## config.mk

```make
export PLATFORM = sky130hd
export DESIGN_NAME = uart_arbiter
export DESIGN_NICKNAME = d
export VERILOG_FILES = /design/src/rtl/uart_arbiter.sv
export SDC_FILE = /design/constraint.sdc
export NUM_CORES = 1
export LEC_CHECK = 0
export ABC_CLOCK_PERIOD_IN_PS = 3000
export BUFFER_PORTS_ARGS = -buffer_cell sky130_fd_sc_hd__clkbuf_2
export CORE_ASPECT_RATIO = 0.5
export CORE_MARGIN = 4
export CORE_UTILIZATION = 35
export CTS_BUF_LIST = sky130_fd_sc_hd__clkbuf_4 sky130_fd_sc_hd__clkbuf_8
export CTS_CLUSTER_DIAMETER = 50
export DETAILED_ROUTE_END_ITERATION = 8
export PLACE_DENSITY_LB_ADDON = 0.1
export RECOVER_POWER = 25
export SETUP_SLACK_MARGIN = 0.2
export SLEW_MARGIN = 15
export SYNTH_ARGS = -nofsm -noshare
export SYNTH_HDL_FRONTEND = slang
export SYNTH_SLANG_ARGS = --single-unit
```

## constraint.sdc

```tcl
create_clock -name CLK -period 3 [get_ports CLK]
set_input_delay 0.6 -clock CLK [delete_from_list [all_inputs] [get_ports CLK]]
set_output_delay 0.6 -clock CLK [all_outputs]
set_load 0.03 [all_outputs]
```

## src/rtl/uart_arbiter.sv

```systemverilog
// Two-requester arbiter sharing one UART: pushes a requester's packet into the
// transmit FIFO, collects its response from the receive FIFO, then signals done.
//
// state | meaning
// IDLE  | waiting for a request; grants and latches the winner's packet
// SEND  | pushing latched bytes into the UART transmit FIFO
// RECV  | popping response bytes, watching the idle-cycle timeout
// DONE  | one-cycle done/err pulse to the granted requester
module uart_arbiter #(
  parameter int TIMEOUT = 1000000
) (
  input  logic        CLK,
  input  logic        RST,
  input  logic        req0,
  input  logic        req1,
  input  logic [63:0] tx_pkt0,
  input  logic [63:0] tx_pkt1,
  input  logic [3:0]  tx_len0,
  input  logic [3:0]  tx_len1,
  input  logic [3:0]  rx_len0,
  input  logic [3:0]  rx_len1,
  output logic        done0,
  output logic        done1,
  output logic        err0,
  output logic        err1,
  output logic [63:0] rx_pkt0,
  output logic [63:0] rx_pkt1,
  output logic        send_flag,
  output logic [7:0]  send_data,
  input  logic        sendable,
  output logic        recv_flag,
  input  logic [7:0]  recv_data,
  input  logic        receivable
);

  localparam int CW = (TIMEOUT > 1) ? $clog2(TIMEOUT + 1) : 1;
  localparam logic [CW-1:0] TMR_LOAD = CW'(TIMEOUT - 1);

  typedef enum logic [1:0] {IDLE, SEND, RECV, DONE} state_t;

  state_t        state;
  logic          gnt;
  logic          ptr;
  logic [63:0]   pkt;
  logic [3:0]    tx_len_q;
  logic [3:0]    rx_len_q;
  logic [3:0]    idx;
  logic [CW-1:0] tmr;

  logic          gnt_nxt;
  logic          send_last;
  logic          fin_ok;
  logic          fin_to;

  function automatic logic [3:0] clamp8(input logic [3:0] len);
    return (len > 4'd8) ? 4'd8 : len;
  endfunction

  assign gnt_nxt   = (req0 & req1) ? ptr : req1;
  assign send_data = pkt[{idx[2:0], 3'b000} +: 8];
  assign send_flag = (state == SEND) && sendable && (idx < tx_len_q);
  assign recv_flag = (state == RECV) && receivable && (idx < rx_len_q);
  assign send_last = (tx_len_q == 4'd0) || (send_flag && (idx == tx_len_q - 4'd1));
  assign fin_ok    = (rx_len_q == 4'd0) || (recv_flag && (idx == rx_len_q - 4'd1));
  // Down-counter reloaded on entry and on every pop; zero means TIMEOUT idle cycles.
  assign fin_to    = (rx_len_q != 4'd0) && !recv_flag && (tmr == '0);

  always_ff @(posedge CLK) begin
    if (RST) begin
      state    <= IDLE;
      gnt      <= 1'b0;
      ptr      <= 1'b0;
      pkt      <= '0;
      tx_len_q <= '0;
      rx_len_q <= '0;
      idx      <= '0;
      tmr      <= '0;
      done0    <= 1'b0;
      done1    <= 1'b0;
      err0     <= 1'b0;
      err1     <= 1'b0;
      rx_pkt0  <= '0;
      rx_pkt1  <= '0;
    end else begin
      done0 <= 1'b0;
      done1 <= 1'b0;
      err0  <= 1'b0;
      err1  <= 1'b0;
      case (state)
        IDLE: begin
          if (req0 | req1) begin
            gnt      <= gnt_nxt;
            ptr      <= ~gnt_nxt;
            pkt      <= gnt_nxt ? tx_pkt1 : tx_pkt0;
            tx_len_q <= clamp8(gnt_nxt ? tx_len1 : tx_len0);
            rx_len_q <= clamp8(gnt_nxt ? rx_len1 : rx_len0);
            idx      <= '0;
            if (gnt_nxt) rx_pkt1 <= '0;
            else         rx_pkt0 <= '0;
            state    <= SEND;
          end
        end
        SEND: begin
          if (send_last) begin
            idx   <= '0;
            tmr   <= TMR_LOAD;
            state <= RECV;
          end else if (send_flag) begin
            idx <= idx + 4'd1;
          end
        end
        RECV: begin
          if (recv_flag) begin
            if (gnt) rx_pkt1[{idx[2:0], 3'b000} +: 8] <= recv_data;
            else     rx_pkt0[{idx[2:0], 3'b000} +: 8] <= recv_data;
            idx <= idx + 4'd1;
            tmr <= TMR_LOAD;
          end else if (!fin_to) begin
            tmr <= tmr - 1'b1;
          end
          if (fin_ok || fin_to) begin
            done0 <= ~gnt;
            done1 <= gnt;
            err0  <= ~gnt & fin_to;
            err1  <= gnt & fin_to;
            state <= DONE;
          end
        end
        DONE: state <= IDLE;
        default: state <= IDLE;
      endcase
    end
  end

endmodule

```

==> impl_summary.md <==
Synthesis
The area fraction in and, or, nand and nor cells after synthesis is approximately 14%. In the synthesized netlist the async set-or-reset flop fraction comes to 0%. The dominant combinational cell family by area after synthesis is compound AO/OA/AOI/OAI gates. In the post-synthesis netlist, the biggest area contributors are dfxtp_1, nor2_1, a32oi_1. After synthesis the netlist holds a flip-flop and latch count of 232.

Summing the areas of all fa, ha and maj instances in the mapped netlist gives under 10% of the synthesized area. The post-synthesis instance area is 10100 um2. For this run, the leading register cell type out of synthesis is dfxtp_1. The synthesized netlist devotes approximately a quarter of its cell area to compound gates. Yosys mapped a number of flops with a built-in enable equal to 0. In the synthesized netlist, the number of instances is 1056.

Summing the sequential cell areas from Yosys gives 45.9% of the chip area. The area share of the largest cell type after synthesis is 45.9%. The count of warnings emitted by yosys is 0. The number of nets handed over by synthesis was 1238. The library cell occupying the most area in the post-synthesis netlist is dfxtp_1.

Summing the areas of all xor and xnor instances in the mapped netlist gives 0.927% of the synthesized area. The fraction of synthesized area in multiplexers is 7.71%. The post-synthesis cell type count is 61. After synthesis, the mean cell area works out to 9.59 um2.

Critical path
The most numerous cell type found on the critical path is buf_4. The top fanout value on the critical path is 4. The worst endpoint required time is 2.40 ns. The critical path startpoint category is a register.

The sum of buffers and inverters on the critical path is 4. The largest single stage delay on the critical path is ~0.40 ns. The critical path is of the reg -> out type. The critical path data arrival time is roughly 2.2 ns. In this design, the largest share of critical-path delay is due to buffers and inverters.

The startpoint of the worst register-to-register path is idx[2]. The type of destination of the critical path is an output port. The most critical setup path has its startpoint at idx[0].

The critical path goes through inv_1 > buf_4 > ha_1 > nand2b_1 > a21oi_2 > buf_4 > nor3_4 > clkbuf_8. The cell with the largest stage delay on the worst path is dfxtp_4.

Hold path
The tightest min-delay check is of the in -> reg type. The beginning of the worst hold path is tx_pkt1[4].

Layout
The finished layout holds 1751 standard cells, fillers aside. The post-route netlist has between 20% and 30% of its cells at a drive strength greater than 1. The number of diodes added for antenna fixing is 0. The synthesis-to-finish area growth is 28.6%.

The number of nets in the layout is 1526. After routing the design area is 13000 um2.

Floorplanning
Once the floorplan was initialized, standard cells occupied a little over a third of the core. Measured along the y axis, the die boundary spans 128 um. 300 I/O pins were placed.

The floorplan step set the die width to 249 um. The area of the core is approximately 28000 um2. The number of cell rows is 43. The floorplan step defined a die boundary enclosing roughly 32000 um2.

Detailed routing
After detailed routing, the number of vias per cell comes to approximately 5.6. The routed wire length per instance is 20.7 um. The count of nets left with antenna violations once routing finished came out at 0. The total detailed-routing wirelength is 36.3 mm. The routed layout has 9814 vias.

The starting DRC count in detailed routing is 740. The total iterations of the first detailed-routing run is 8. For this run, design rule violations remaining after detail routing come to 0.

Timing
The total negative setup slack is 0 ns. The clock skew is 0.0343 ns. The maximum operating frequency is about 360 MHz. Setup violations remaining at the end of the flow were counted as 0. The final worst-path cycle share is about nine tenths. The worst slew slack as a fraction of its limit is 25.9%. The minimum period implied by the final worst setup slack is around 2.7 ns. Setup repair after global routing could not meet its margin everywhere.

Across all hold checks on the routed design, the worst slack comes to 0.293 ns. The number of failing hold endpoints at the final stage is 0. The number of max-slew violations in the final report is 0. The transition time of the tightest slew-check pin is 1.11 ns.

Clock network
TritonCTS created 36 clock buffers. The clock tree from TritonCTS is done. The sink count of the clock tree is 232. The insertion delay of the later-clocked pin in the worst-skew pair is 0.56 ns.

The clock root buffer is clkbuf_8. The H-tree was split into 2 levels. After clock tree synthesis, the clock-pin slew on the worst setup and hold paths is 0.07 ns. The clock passes through at most 3 buffers.

GRT
Entering global routing, the biggest net connects 81 pins. The initial antenna violation count is 0. The global-route total usage across every layer is between 20% and 30%. The number of global-route vias before repair is 9364. The global-route wire length before repair is 54.4 mm. After global routing the overflow that remains totals 0.

Pwr
For this design the static power due to leakage is about 0.0053 uW. The power density over the cells is 849 nW/um2. The worst supply voltage drop on vdd is 0.297 mV.

Run status
The run finished with clean final reports.

Flow run
The number of violations of the max-capacitance limit is 0.

Placement
Routability-driven placement finished with a final weighted congestion of ~0.86. The instance count after placement with tap cells included is 1682. In this run the tool buffered the top-level ports with 299 buffer cells.

The placed instance area is 12100 um2. Once detailed placement completed, the half-perimeter wirelength came to 25.4 mm.
==> synthesized netlist by cell type, drive strengths merged (15+ instances only) <==
master    n
dfxtp   232
nor2    178
clkbuf   65
a32oi    64
a211oi   50
mux2i    42
nand2    38
a32o     32
inv      32
buf      26
a222oi   25
a21oi    24
ha       24
o21ai    18
a22o     16
a22oi    16
mux4     16
nor3     15
or4      15
==> sequential cells by signal, indices dropped and copies added, names as in the netlist <==
signal / cells
tx_len_q: 4
gnt: 1
rx_len_q: 4
rx_pkt0: 64
ptr: 1
rx_pkt1: 64
err1: 1
state: 2
pkt: 64
done0: 1
err0: 1
idx: 4
tmr: 20
done1: 1
==> layout by cell type, fill, tap and decap left out, types with 16 or more instances in the layout <==
cell / Yosys / layout
nand2_1: 38 / 38
buf_4: 2 / 31
a222oi_1: 25 / 25
mux4_2: 16 / 16
a22oi_1: 16 / 16
clkbuf_8: 0 / 47
a22o_1: 16 / 16
a32o_1: 32 / 32
nor2_1: 178 / 176
inv_1: 32 / 31
mux2i_1: 42 / 42
dfxtp_1: 232 / 227
a32oi_1: 64 / 64
a211oi_1: 50 / 50
clkbuf_1: 65 / 88
a21oi_1: 24 / 20
clkbuf_2: 0 / 210
ha_1: 24 / 23
==> final timing paths <==
| kind | cells after the start | end | slack, ns |
|---|---|---|---|
| max | 8 | recv_flag | 0.25 |
| min | 3 | pkt[4] | 0.29 |
| max reg2reg | 9 | rx_pkt0[56] | 0.27 |
| min reg2reg | 1 | rx_pkt0[55] | 0.47 |
==> worst min-delay path, delay by kind of cell <==
kind / cells / cell delay (ns)
buffers and inverters: 1 / 0.08
and+or+nand+nor: 1 / 0.08
AOI/OAI and AO/OA: 1 / 0.06
==> routing by layer <==
metal | part of all wire, % | GRT usage, %
met5 | 0 | 0
met2 | 47 | 35.0
met4 | 1.6 | 5.30
met1 | 47 | 29.5
met3 | 4.8 | 3.65
==> cells by family after synthesis <==
kind of cell | count (synthesis)
xor gates and xnor gates | 9
AOI/OAI and AO/OA | 295
adders and majority gates | 24
muxes | 58
and+or+nand+nor | 313
DFF | 232
buffers and inverters | 125
==> final cells by class <==
cell class              count  area, um2
well taps                 382        478
repair buffers            342       1860
fillers                  2736      15100
flip-flops and latches    232       4650
clock buffers              55        701
inverters                  33        124
clock inverters             8        100
multi-input cells         699       5110
==> per-stage QoR <==
stage	total power, uW	worst slack, ns	utilization (%)
floorplan	6580	0.206	-
global placement	7830	0.183	43.2
detailed placement	7910	0.132	43.2
CTS	11000	0.203	46.3
global route	11700	0.124	46.4
finish	11100	0.251	46.4
==> report_power, final <==
group	internal [uW]	total [uW]	leakage (uW)	switching (uW)
logic	1560	4220	0.00301	2660
clock network	1670	2980	0.000421	1310
registers	3540	3850	0.00189	318
total	6760	11100	0.00532	4290
==> timing repair <==
action,CTS,global route
pin swaps,0,6
setup buffers,2,2
setup endpoints to repair,20,79
hold endpoints to repair,0,0
gates cloned,0,2
resized for setup,15,23
hold buffers,0,0
No activity file was read; power rests on OpenSTA's default activity.
